### src/rtl/lif_tdm_scheduler.sv
// rtl/lif_tdm_scheduler.sv - time-multiplexed LIF neuron sweep scheduler, optional LIF_REFRACTORY_EN
// One shared leak/integrate/fire datapath walks N_NEURONS membranes once per i_start.
`ifndef DATA_LENGTH
`define DATA_LENGTH 32
`endif

module lif_tdm_scheduler #(
    parameter int N_NEURONS = 16,
    parameter int IDX_W     = 4,
    parameter int REST      = 700000,
    parameter int THRESH    = 2147483647,
    parameter int DECAY     = 40000
`ifdef LIF_REFRACTORY_EN
    ,
    parameter int REFRAC    = 2
`endif
) (
    input  logic                    i_clk,
    input  logic                    i_rst,
    input  logic                    i_start,
    input  logic                    i_cur_valid,
    input  logic [`DATA_LENGTH-1:0] i_cur_data,
    output logic                    o_cur_ready,
    output logic [IDX_W-1:0]        o_cur_idx,
    output logic                    o_spike_valid,
    output logic [IDX_W-1:0]        o_spike_id,
    output logic                    o_busy,
    output logic                    o_done,
    output logic [15:0]             o_timestep
);
    localparam int DW = `DATA_LENGTH;
    localparam logic [DW-1:0] REST_V   = DW'(REST);
    localparam logic [DW-1:0] THRESH_V = DW'(THRESH);
    localparam logic [DW-1:0] DECAY_V  = DW'(DECAY);

    typedef enum logic [1:0] {S_IDLE, S_RUN, S_DONE} state_t;

    state_t           state_q, state_d;
    logic [IDX_W-1:0] idx_q;
    logic [15:0]      ts_q;
    logic             spike_valid_q;
    logic [IDX_W-1:0] spike_id_q;
    logic [DW-1:0]    mem_q [N_NEURONS];

    logic             run;
    logic             accept;
    logic             last;
    logic             fire;
    logic             refr;
    logic [DW-1:0]    v;
    logic [DW-1:0]    mem_nxt;

    always_ff @(posedge i_clk) begin
        if (i_rst) begin
            state_q <= S_IDLE;
        end else begin
            state_q <= state_d;
        end
    end

    always_comb begin
        state_d = state_q;
        case (state_q)
            S_IDLE:  if (i_start) state_d = S_RUN;
            S_RUN:   if (accept && last) state_d = S_DONE;
            S_DONE:  state_d = S_IDLE;
            default: state_d = S_IDLE;
        endcase
    end

    always_comb begin
        run    = (state_q == S_RUN);
        o_busy = (state_q != S_IDLE);
        o_done = (state_q == S_DONE);
    end

    assign o_cur_ready   = run;
    assign accept        = run & i_cur_valid;
    assign last          = (idx_q == IDX_W'(N_NEURONS - 1));
    assign o_cur_idx     = idx_q;
    assign o_timestep    = ts_q;
    assign o_spike_valid = spike_valid_q;
    assign o_spike_id    = spike_id_q;
    assign v             = mem_q[idx_q];

    // Wrapping arithmetic: sums above 2^DW roll over rather than clamp.
    always_comb begin
        fire    = 1'b0;
        mem_nxt = v - DECAY_V + i_cur_data;
        if (refr) begin
            mem_nxt = REST_V;
        end else if (v >= THRESH_V) begin
            mem_nxt = REST_V;
            fire    = 1'b1;
        end else if (v < REST_V) begin
            mem_nxt = REST_V + i_cur_data;
        end
    end

`ifdef LIF_REFRACTORY_EN
    logic [1:0] refrac_q [N_NEURONS];

    assign refr = (refrac_q[idx_q] != 2'd0);

    always_ff @(posedge i_clk) begin
        if (i_rst) begin
            for (int i = 0; i < N_NEURONS; i++) refrac_q[i] <= 2'd0;
        end else if (accept) begin
            if (refr) begin
                refrac_q[idx_q] <= refrac_q[idx_q] - 2'd1;
            end else if (fire) begin
                refrac_q[idx_q] <= 2'(REFRAC);
            end
        end
    end
`else
    assign refr = 1'b0;
`endif

    always_ff @(posedge i_clk) begin
        if (i_rst) begin
            for (int i = 0; i < N_NEURONS; i++) mem_q[i] <= '0;
        end else if (accept) begin
            mem_q[idx_q] <= mem_nxt;
        end
    end

    always_ff @(posedge i_clk) begin
        if (i_rst) begin
            idx_q         <= '0;
            ts_q          <= '0;
            spike_valid_q <= 1'b0;
            spike_id_q    <= '0;
        end else begin
            spike_valid_q <= accept & fire;
            if (accept && fire) spike_id_q <= idx_q;
            if (state_q == S_IDLE && i_start) begin
                idx_q <= '0;
            end else if (accept) begin
                idx_q <= idx_q + 1'b1;
            end
            if (accept && last) ts_q <= ts_q + 16'd1;
        end
    end
endmodule

### config.mk
export PLATFORM = sky130hd
export DESIGN_NAME = lif_tdm_scheduler
export DESIGN_NICKNAME = d
export VERILOG_FILES = /design/src/rtl/lif_tdm_scheduler.sv
export SDC_FILE = /design/constraint.sdc
export NUM_CORES = 1
export LEC_CHECK = 0
export BUFFER_PORTS_ARGS = -buffer_cell sky130_fd_sc_hd__clkbuf_2
export CORE_MARGIN = 4
export CORE_UTILIZATION = 45
export CTS_CLUSTER_DIAMETER = 40
export DETAILED_ROUTE_END_ITERATION = 10
export GPL_TIMING_DRIVEN = 0
export SETUP_SLACK_MARGIN = 0.2
export SYNTH_ARGS = -nofsm -noshare
export SYNTH_HDL_FRONTEND = slang
export SYNTH_SLANG_ARGS = --single-unit
### constraint.sdc
create_clock -name i_clk -period 8.04 [get_ports i_clk]
set_clock_uncertainty 0.05 [all_clocks]
set_input_delay 1.206 -clock i_clk [delete_from_list [all_inputs] [get_ports i_clk]]
set_output_delay 1.206 -clock i_clk [all_outputs]
set_load 0.1 [all_outputs]
=== Yosys cells after proc, flatten, opt, wreduce, memory -nomap -nowiden ===
Memory sizes are Yosys's and may differ from the RTL's. A register that Yosys moved wholly into a read port is not among the register bits.
Index checks and enable logic that the tools add are counted.

* Order comparisons: 2
* Equal/unequal tests: 5
* Reductions and logical operators: 8
* Bitwise operators: 2
* Muxes and demuxes: 16
* $add $sub $neg: 5

{| class="wikitable"
|+ Operators by type and width
! kind !! count
|-
| 32-bit 2-to-1 mux || 3
|-
| 20-bit by 32-bit adder with 32-bit output, first input constant || 1
|-
| 32-bit adder || 1
|-
| 32-bit by 31-bit greater-or-equal comparator with 1-bit output, second input constant || 1
|-
| 32-bit by 20-bit less-than comparator with 1-bit output, second input constant || 1
|-
| 32-bit OR reduction || 1
|-
| 32-bit by 16-bit subtractor with 32-bit output, second input constant || 1
|-
| 16-bit by 1-bit adder with 16-bit output, second input constant || 1
|-
| 4-bit 2-to-1 mux || 3
|-
| 1-bit 2-to-1 mux || 7
|-
| 4-bit by 1-bit adder with 4-bit output, second input constant || 1
|-
| 4-bit equality test, second input constant || 1
|-
| 2-bit 2-to-1 mux || 2
|-
| 2-bit one-hot mux with 2 select lines || 1
|-
| 1-bit logical AND || 3
|-
| 1-bit AND || 2
|-
| 2-bit by 1-bit equality test with 1-bit output, second input constant || 1
|-
| 2-bit equality test, second input constant || 1
|-
| 2-bit zero test || 1
|-
| 2-bit by 1-bit != test with 1-bit output, second input constant || 1
|-
| 2-bit != test, second input constant || 1
|-
| 2-bit AND reduction || 1
|-
| 2-bit nonzero test || 1
|-
| 2-bit OR reduction || 1
|}

* Memory bits (writable): 512
* Word-level logic and storage cells: 44
* Output and inout bits: 28
* Memories kept: 1
* Input bits: 36
* Register bits after elaboration: 27

{| class="wikitable"
|+ Memory list
! name !! words !! bits a word !! rd ports !! clocked after memory_dff !! wr ports !! RTL line !! text
|-
| mem_q || 16 || 32 || 1 || 1 || 16 || 43 || <nowiki>logic [DW-1:0] mem_q [N_NEURONS];</nowiki>
|}

=== Depth between registers and ports, before layout ===
Gate-level depths: netlist (run 1).

* Word-level depth: 7
* Depth in mapped cells: 21
* Gate-level depth less buffers: 16

=== Least setup slack after synthesis (run 1) ===
Ideal clock, no wire load.

* Path type: flip-flop to flip-flop
* Start point: reg (tool-made name)
* End point: mem mem_q[15][31] in the netlist's numbering, data pin
* Cell stages (with the launch flop): 21
* Arrival time: 4,903 ps
* Period minus slack after synthesis: 5,219 ps
* Data required time: 7,724 ps
* Path slack: 2,821 ps
* Setup time: 266 ps
* Path through: dfxtp_1 > buf_2 > buf_4 > buf_4 > buf_4 > mux4_2 > mux2i_1 > o21ai_0 > ha_1 > ha_1 > fa_1 > a21oi_1 > nor2_1 > o2111ai_1 > a31oi_1 > a2111oi_0 > xor2_1 > a211o_1 > o2111ai_1 > buf_2 > nor2_1

{| class="wikitable"
|+ RTL lines
! what !! RTL line
|-
| end, declared || 43
|}

==> results of run 1 <==
[cells in the final DEF (no fill, tap or decap), types with 10 or more instances in the layout]
cell type,instances
mux4_2,141
inv_6,11
a21oi_1,61
o211ai_1,10
nor2_1,499
bufinv_16,14
clkinv_4,12
clkbuf_1,85
nor2b_1,12
edfxtp_1,512
a211oi_1,41
mux2i_2,10
buf_4,15
buf_12,13
a22oi_1,19
nand2b_2,15
clkbuf_16,85
and2_1,11
ha_1,67
nand3_1,42
inv_1,101
nand4_1,11
xor2_1,14
nor3_1,31
o21ai_0,24
nand2_1,63
xnor2_1,43
buf_2,40
clkbuf_2,62
and3_1,11
mux2i_1,22
a21o_1,19
dfxtp_1,31
[registers in the layout, summed over array words and instances (netlist names), named ones only]
name and cells:
o_cur_idx 4, state_q 2, o_spike_id 4, mem_q 512, o_spike_valid 1, o_timestep 16
[stage by stage]
| stage | power, W | cell area, sq um | hold WS, ns | setup slack, ns |
|---|---|---|---|---|
| 5_1_grt | 0.00849 | 31300 | 0.455 | 0.310 |
| 4_1_cts | 0.00824 | 31300 | 0.426 | 0.601 |
| 3_5_place_dp | 0.00441 | 28300 | 0.412 | 0.609 |
| 3_3_place_gp | 0.00438 | 28000 | 0.414 | 0.566 |
| 6_report | 0.00825 | 31300 | 0.433 | 0.344 |
| 2_1_floorplan | 0.00401 | 26700 | 0.387 | 2.82 |
[cell type report]
| type | instances | area, sq um | share of cell area |
|---|---|---|---|
| flip-flops and latches | 543 | 16000 | 0.510 |
| multi-input cells | 1263 | 9680 | 0.309 |
| clock buffers | 92 | 2150 | 0.0687 |
| well taps | 773 | 967 | 0.0309 |
| clock inverters | 65 | 833 | 0.0266 |
| plain buffers | 141 | 666 | 0.0212 |
| repair buffers | 78 | 653 | 0.0208 |
| inverters | 103 | 387 | 0.0123 |
[worst paths after layout]
| path | endpoint | slack, ns | depth (start not counted) |
|---|---|---|---|
| setup / recovery | mem_q[9][18] | 0.34 | 18 |
| hold / removal | state_q[0] | 0.43 | 1 |
| setup reg to reg | mem_q[9][18] | 0.34 | 18 |
| hold reg to reg | state_q[0] | 0.43 | 1 |
[power groups by stage]
| stage | sequential, W | combinational, W | clock (W) |
|---|---|---|---|
| floorplan | 0.00326 | 0.000749 | 0 |
| global placement | 0.00327 | 0.00111 | 0 |
| detailed placement | 0.00326 | 0.00115 | 0 |
| CTS | 0.00321 | 0.00115 | 0.00388 |
| global route | 0.00321 | 0.00125 | 0.00402 |
| finish | 0.00321 | 0.00118 | 0.00387 |
[per-layer routing]
layer  vias to the layer above  track usage  part of all wire  routed length (um)
li1                       7923            -                 -                   -
met1                      9486        0.384              0.38               35000
met2                      1154        0.471              0.47               43300
met3                       211       0.0604              0.11                9620
met4                         0       0.0986             0.038                3440
met5                         -            0                 0                   0
[cell families (layout without fill, tap and decap cells)]
kind of cell    count (synthesis)  in the layout
compound gates                234            234
mux                           175            175
buf+inv                       244            479
xor+xnor                       57             57
simple gates                  729            729
fa+ha+maj                      68             68
flops                         543            543
==> results.tsv, run 1 <==
metric	value	unit
synth_fp_nets	2154	
cp_max_fo	10	
relSlewSlack	0.0979	
grt_pass1_wl	130	mm
p_sw	0.00229	W
hold_violations	0	
cts_setup_buffers	0	
drtIter0Drc	2514	
tightest_slew	1.35	ns
die_area	63300	sq um
dp_hpwl	62.1	mm
cp_top_family	buffers and inverters	
gp_congestion	0.945	
synth_top_family_by_area	multiplexers	
syn_to_final_growth	17.4	%
ys_types	69	
antenna_found_initial	1	
drc	0	
status	finished, final reports clean	
grt_pass1_vias	18900	
p_seq_frac	0.389	
leakagePower	11.8	nW
slowest_delay	0.96	ns
layout_min_cycle_time	7.70	ns
die_height	252	um
core_area	58900	sq um
powerDensity	263	nW/um^2
worst_setup_path_start_kind	register	
synth_cells	2050	
htree_levels	3	
drive_gt1_frac	0.208	
clk_latency	0.64	ns
drv_cap	0	
finalSetupViolations	0	
worstHoldPathType	register to register	
dp_cells	2901	
nFillCells	4905	
final_max_slew_viol_count	0	
clock-root-buffer	clkbuf_16	
synth_edf_count	512	
synth_top_area_frac	0.576	
synth_largest_area_cell	edfxtp_1	
synth_xor_area_frac	0.0187	
post_cts_resized	0	
grt_max_degree	23	
cts_made_buffers	85	
overflow	0	
crit_buf_inv	6	
stdcell_count	3058	
cts_tree	done	
wl	91.4	mm
ioPinCount	64	
io_buffers	62	
swShare	0.278	
synth_area	26700	sq um
synth-simple-area-share	0.116	
ir_drop	0.000201	V
period_share	0.957	
viasPerCell	6.14	
muxShareOfSynthArea	0.133	
clkSlewWorstSetupHoldPaths	0.05	ns
intPower	0.00596	W
end_kind	register	
worstPathCellList	buf_2, clkbuf_1, clkbuf_1, mux4_2, mux4_2, inv_1, ha_1, inv_1, ha_1, a21o_1, a221o_1, a21oi_1, o21ai_0, a221o_1, xor2_1, a21boi_1, buf_2, nor2_1	
start_util	0.453	
worst-setup-path-type	register to register	
synth-compound-area-share	0.0612	
ys_seq_area_frac	0.599	
p_clk_frac	0.469	
rsz0062_at_grt	false	
max_freq	130	MHz
postRouteAntennaNets	0	
arrival	8.00	ns
synth.most_common_cell	edfxtp_1	
track_usage	0.287	
fin_tns_setup	0	ns
ys_top_cells_by_area	edfxtp_1, mux4_2, nor2_1, ha_1, dfxtp_1	
dr.pass1.iters	6	
antenna_cells	0	
p_comb_frac	0.142	
die_x	252	um
nNetsFinal	2319	
wl_per_cell	29.9	um
clock-sinks	543	
synth_fa_ha_area_frac	0.0322	
row_count	89	
vias	18800	
cts_buffer_depth	3	
cp.required	8.34	ns
crit_path_top_delay_cell	clkbuf_1	
hp-start	state_q[1]	
holdBufCountCts	0	
avgSynthCellArea	13.0	sq um
synth_seq_cells	543	
ys_warn_count	0	
async_reset_ff_frac	0	
final_util	0.532	
ys.flop_type	edfxtp_1	
synth_common_cells	edfxtp_1, nor2_1, mux4_2, inv_1, clkbuf_1	
No activity file was read; power rests on OpenSTA's default activity.
==> inputs of run 2 (changes only) <==
Settings changed: CAP_MARGIN set to 20, RECOVER_POWER set to 100.
==> run 2 against run 1 <==
Final cell count about the same. Critical endpoint is now mem_q[10][20]. Non-clock buffer count is 1 higher. Global-route usage barely moved. First-iteration DRC count is 2.8% lower. The flow now finishes with violations (max-capacitance violations, max-slew violations). Sequential share of layout area increased by 0.79 points. Die area did not move. Critical path type unchanged. Final area decreased by 1.5%. Clock-buffer cell count decreased by 2.
==> results.tsv, run 2 (synthesis gave the netlist of run 1 again) <==
metric	value	unit
largest_reg_flops	512	
cp.required	8.34	ns
place_area	28400	sq um
drtIter0Drc	2444	
regArea	16000	sq um
track_usage	0.287	
cp_max_fo	10	
hp-start	o_timestep[5]	
holdBufCountCts	0	
wl_met2	42.5	mm
tightest_slew	2.27	ns
row_count	89	
regMostFlops	mem_q	
core_area	58900	sq um
viasPerCell	6.12	
top_layer	met5	
final_cell_mix	edfxtp_1, nor2_1, clkbuf_1	
worst-setup-path-type	register to register	
arrival	7.89	ns
grt_max_degree	23	
hold_slack	0.451	ns
die_x	252	um
htree_levels	3	
hold_violations	0	
violations	max-capacitance violations, max-slew violations	
leakagePower	11.5	nW
slowest_delay	0.94	ns
final_max_slew_viol_count	344	
grt_pass1_vias	19000	
multiInputGateArea	9540	sq um
layout_min_cycle_time	7.59	ns
crit_path_top_delay_cell	clkbuf_1	
io_buffers	62	
fin_area	30900	sq um
cts_buffer_depth	3	
wl_met3	9.50	mm
wl_per_cell	29.9	um
clkSlewWorstSetupHoldPaths	0.06	ns
die_height	252	um
powerDensity	265	nW/um^2
relSlewSlack	-0.511	
start_util	0.453	
period_share	0.944	
gp_congestion	0.945	
clock-sinks	543	
worstHoldPathType	register to register	
syn_to_final_growth	15.6	%
worstPathCellList	buf_2, clkbuf_1, clkbuf_1, mux4_2, mux4_2, inv_1, ha_1, inv_1, ha_1, a21o_1, a221o_1, a21oi_1, o221ai_1, xor2_1, mux2i_1, clkbuf_1, nor2_1	
rsz0062_at_grt	false	
cp_top_family	buffers and inverters	
clock-root-buffer	clkbuf_16	
fin_tns_setup	0	ns
grt_pass1_wl	130	mm
max_freq	132	MHz
status	finished with violations	
die_area	63300	sq um
overflow	0	
cts_tree	done	
dp_hpwl	62.1	mm
end_kind	register	
drive_gt1_frac	0.162	
ir_drop	0.000186	V
finalSetupViolations	0	
postRouteAntennaNets	0	
drc	0	
layout_commonest_cell	edfxtp_1	
cts_made_buffers	86	
worst_setup_path_start_kind	register	
wl	91.4	mm
antenna_found_initial	1	
ioPinCount	64	
dr.pass1.iters	6	
clk_latency	0.65	ns
vias	18700	
crit_buf_inv	6	
crit_top_cell	clkbuf_1	
nNetsFinal	2321	
nFillCells	5077	
antenna_cells	0	
met1_length	35.3	mm
drv_cap	17	
==> run 2: cell count changes in the layout (fill, tap and decap cells not counted), sizes merged <==
cell	before	now
buf	79	41
clkbuf	232	269
clkinvlp	4	10
bufinv	14	12
inv	119	117
clkinv	31	32
==> run 2: repair_timing <==
| item | 4_1_cts | 5_1_grt |
|---|---|---|
| endpoints found under the setup margin | 0 | 1 |
| resized for setup | 0 | 2 |
| setup buffers | 0 | 0 |
==> run 2: power by group <==
| part | leakage [nW] | switching [W] | total [W] | internal [W] |
|---|---|---|---|---|
| combinational | 4.49 | 0.000816 | 0.00112 | 0.000304 |
| clock | 1.43 | 0.00143 | 0.00384 | 0.00240 |
| sequential | 5.54 | 0.0000254 | 0.00321 | 0.00319 |
| total | 11.5 | 0.00228 | 0.00817 | 0.00590 |
==> run 2: area by class of cell <==
type,count,share of cell area
Tap cell,773,0.0313
Clock inverter,68,0.0257
Inverter,103,0.0125
Multi-Input combinational cell,1263,0.309
Sequential cell,543,0.518
Clock buffer,90,0.0712
Timing Repair Buffer,79,0.0113
Buffer,141,0.0206
==> run 2: tightest hold or removal path: cells and delay by family (launching register included) <==
| kind | cells | cell delay [ns] |
|---|---|---|
| flip-flops | 1 | 0.32 |
| AO/OA/AOI/OAI | 2 | 0.13 |
==> run 2: routing by layer <==
metal	up-vias	GRT usage
li1	7921	-
met1	9522	0.382
met2	1073	0.463
met3	217	0.0648
met4	2	0.114
met5	-	0
==> run 2: worst paths after layout <==
check | end | slack, ns | cells after the start
worst max-delay path | mem_q[10][20] | 0.45 | 17
worst min-delay path | o_timestep[5] | 0.45 | 2
worst max register to register | mem_q[10][20] | 0.45 | 17
worst min register to register | o_timestep[5] | 0.45 | 2
==> run 2: stage by stage <==
stage          total power [W]   util  cells  setup WS [ns]
2_1_floorplan          0.00401      -   2050           2.82
3_3_place_gp           0.00438  0.475   2885          0.566
3_5_place_dp           0.00441  0.482   2902          0.646
4_1_cts                0.00822  0.532   3060          0.626
5_1_grt                0.00841  0.524   3060          0.158
6_report               0.00817  0.524   3060          0.450
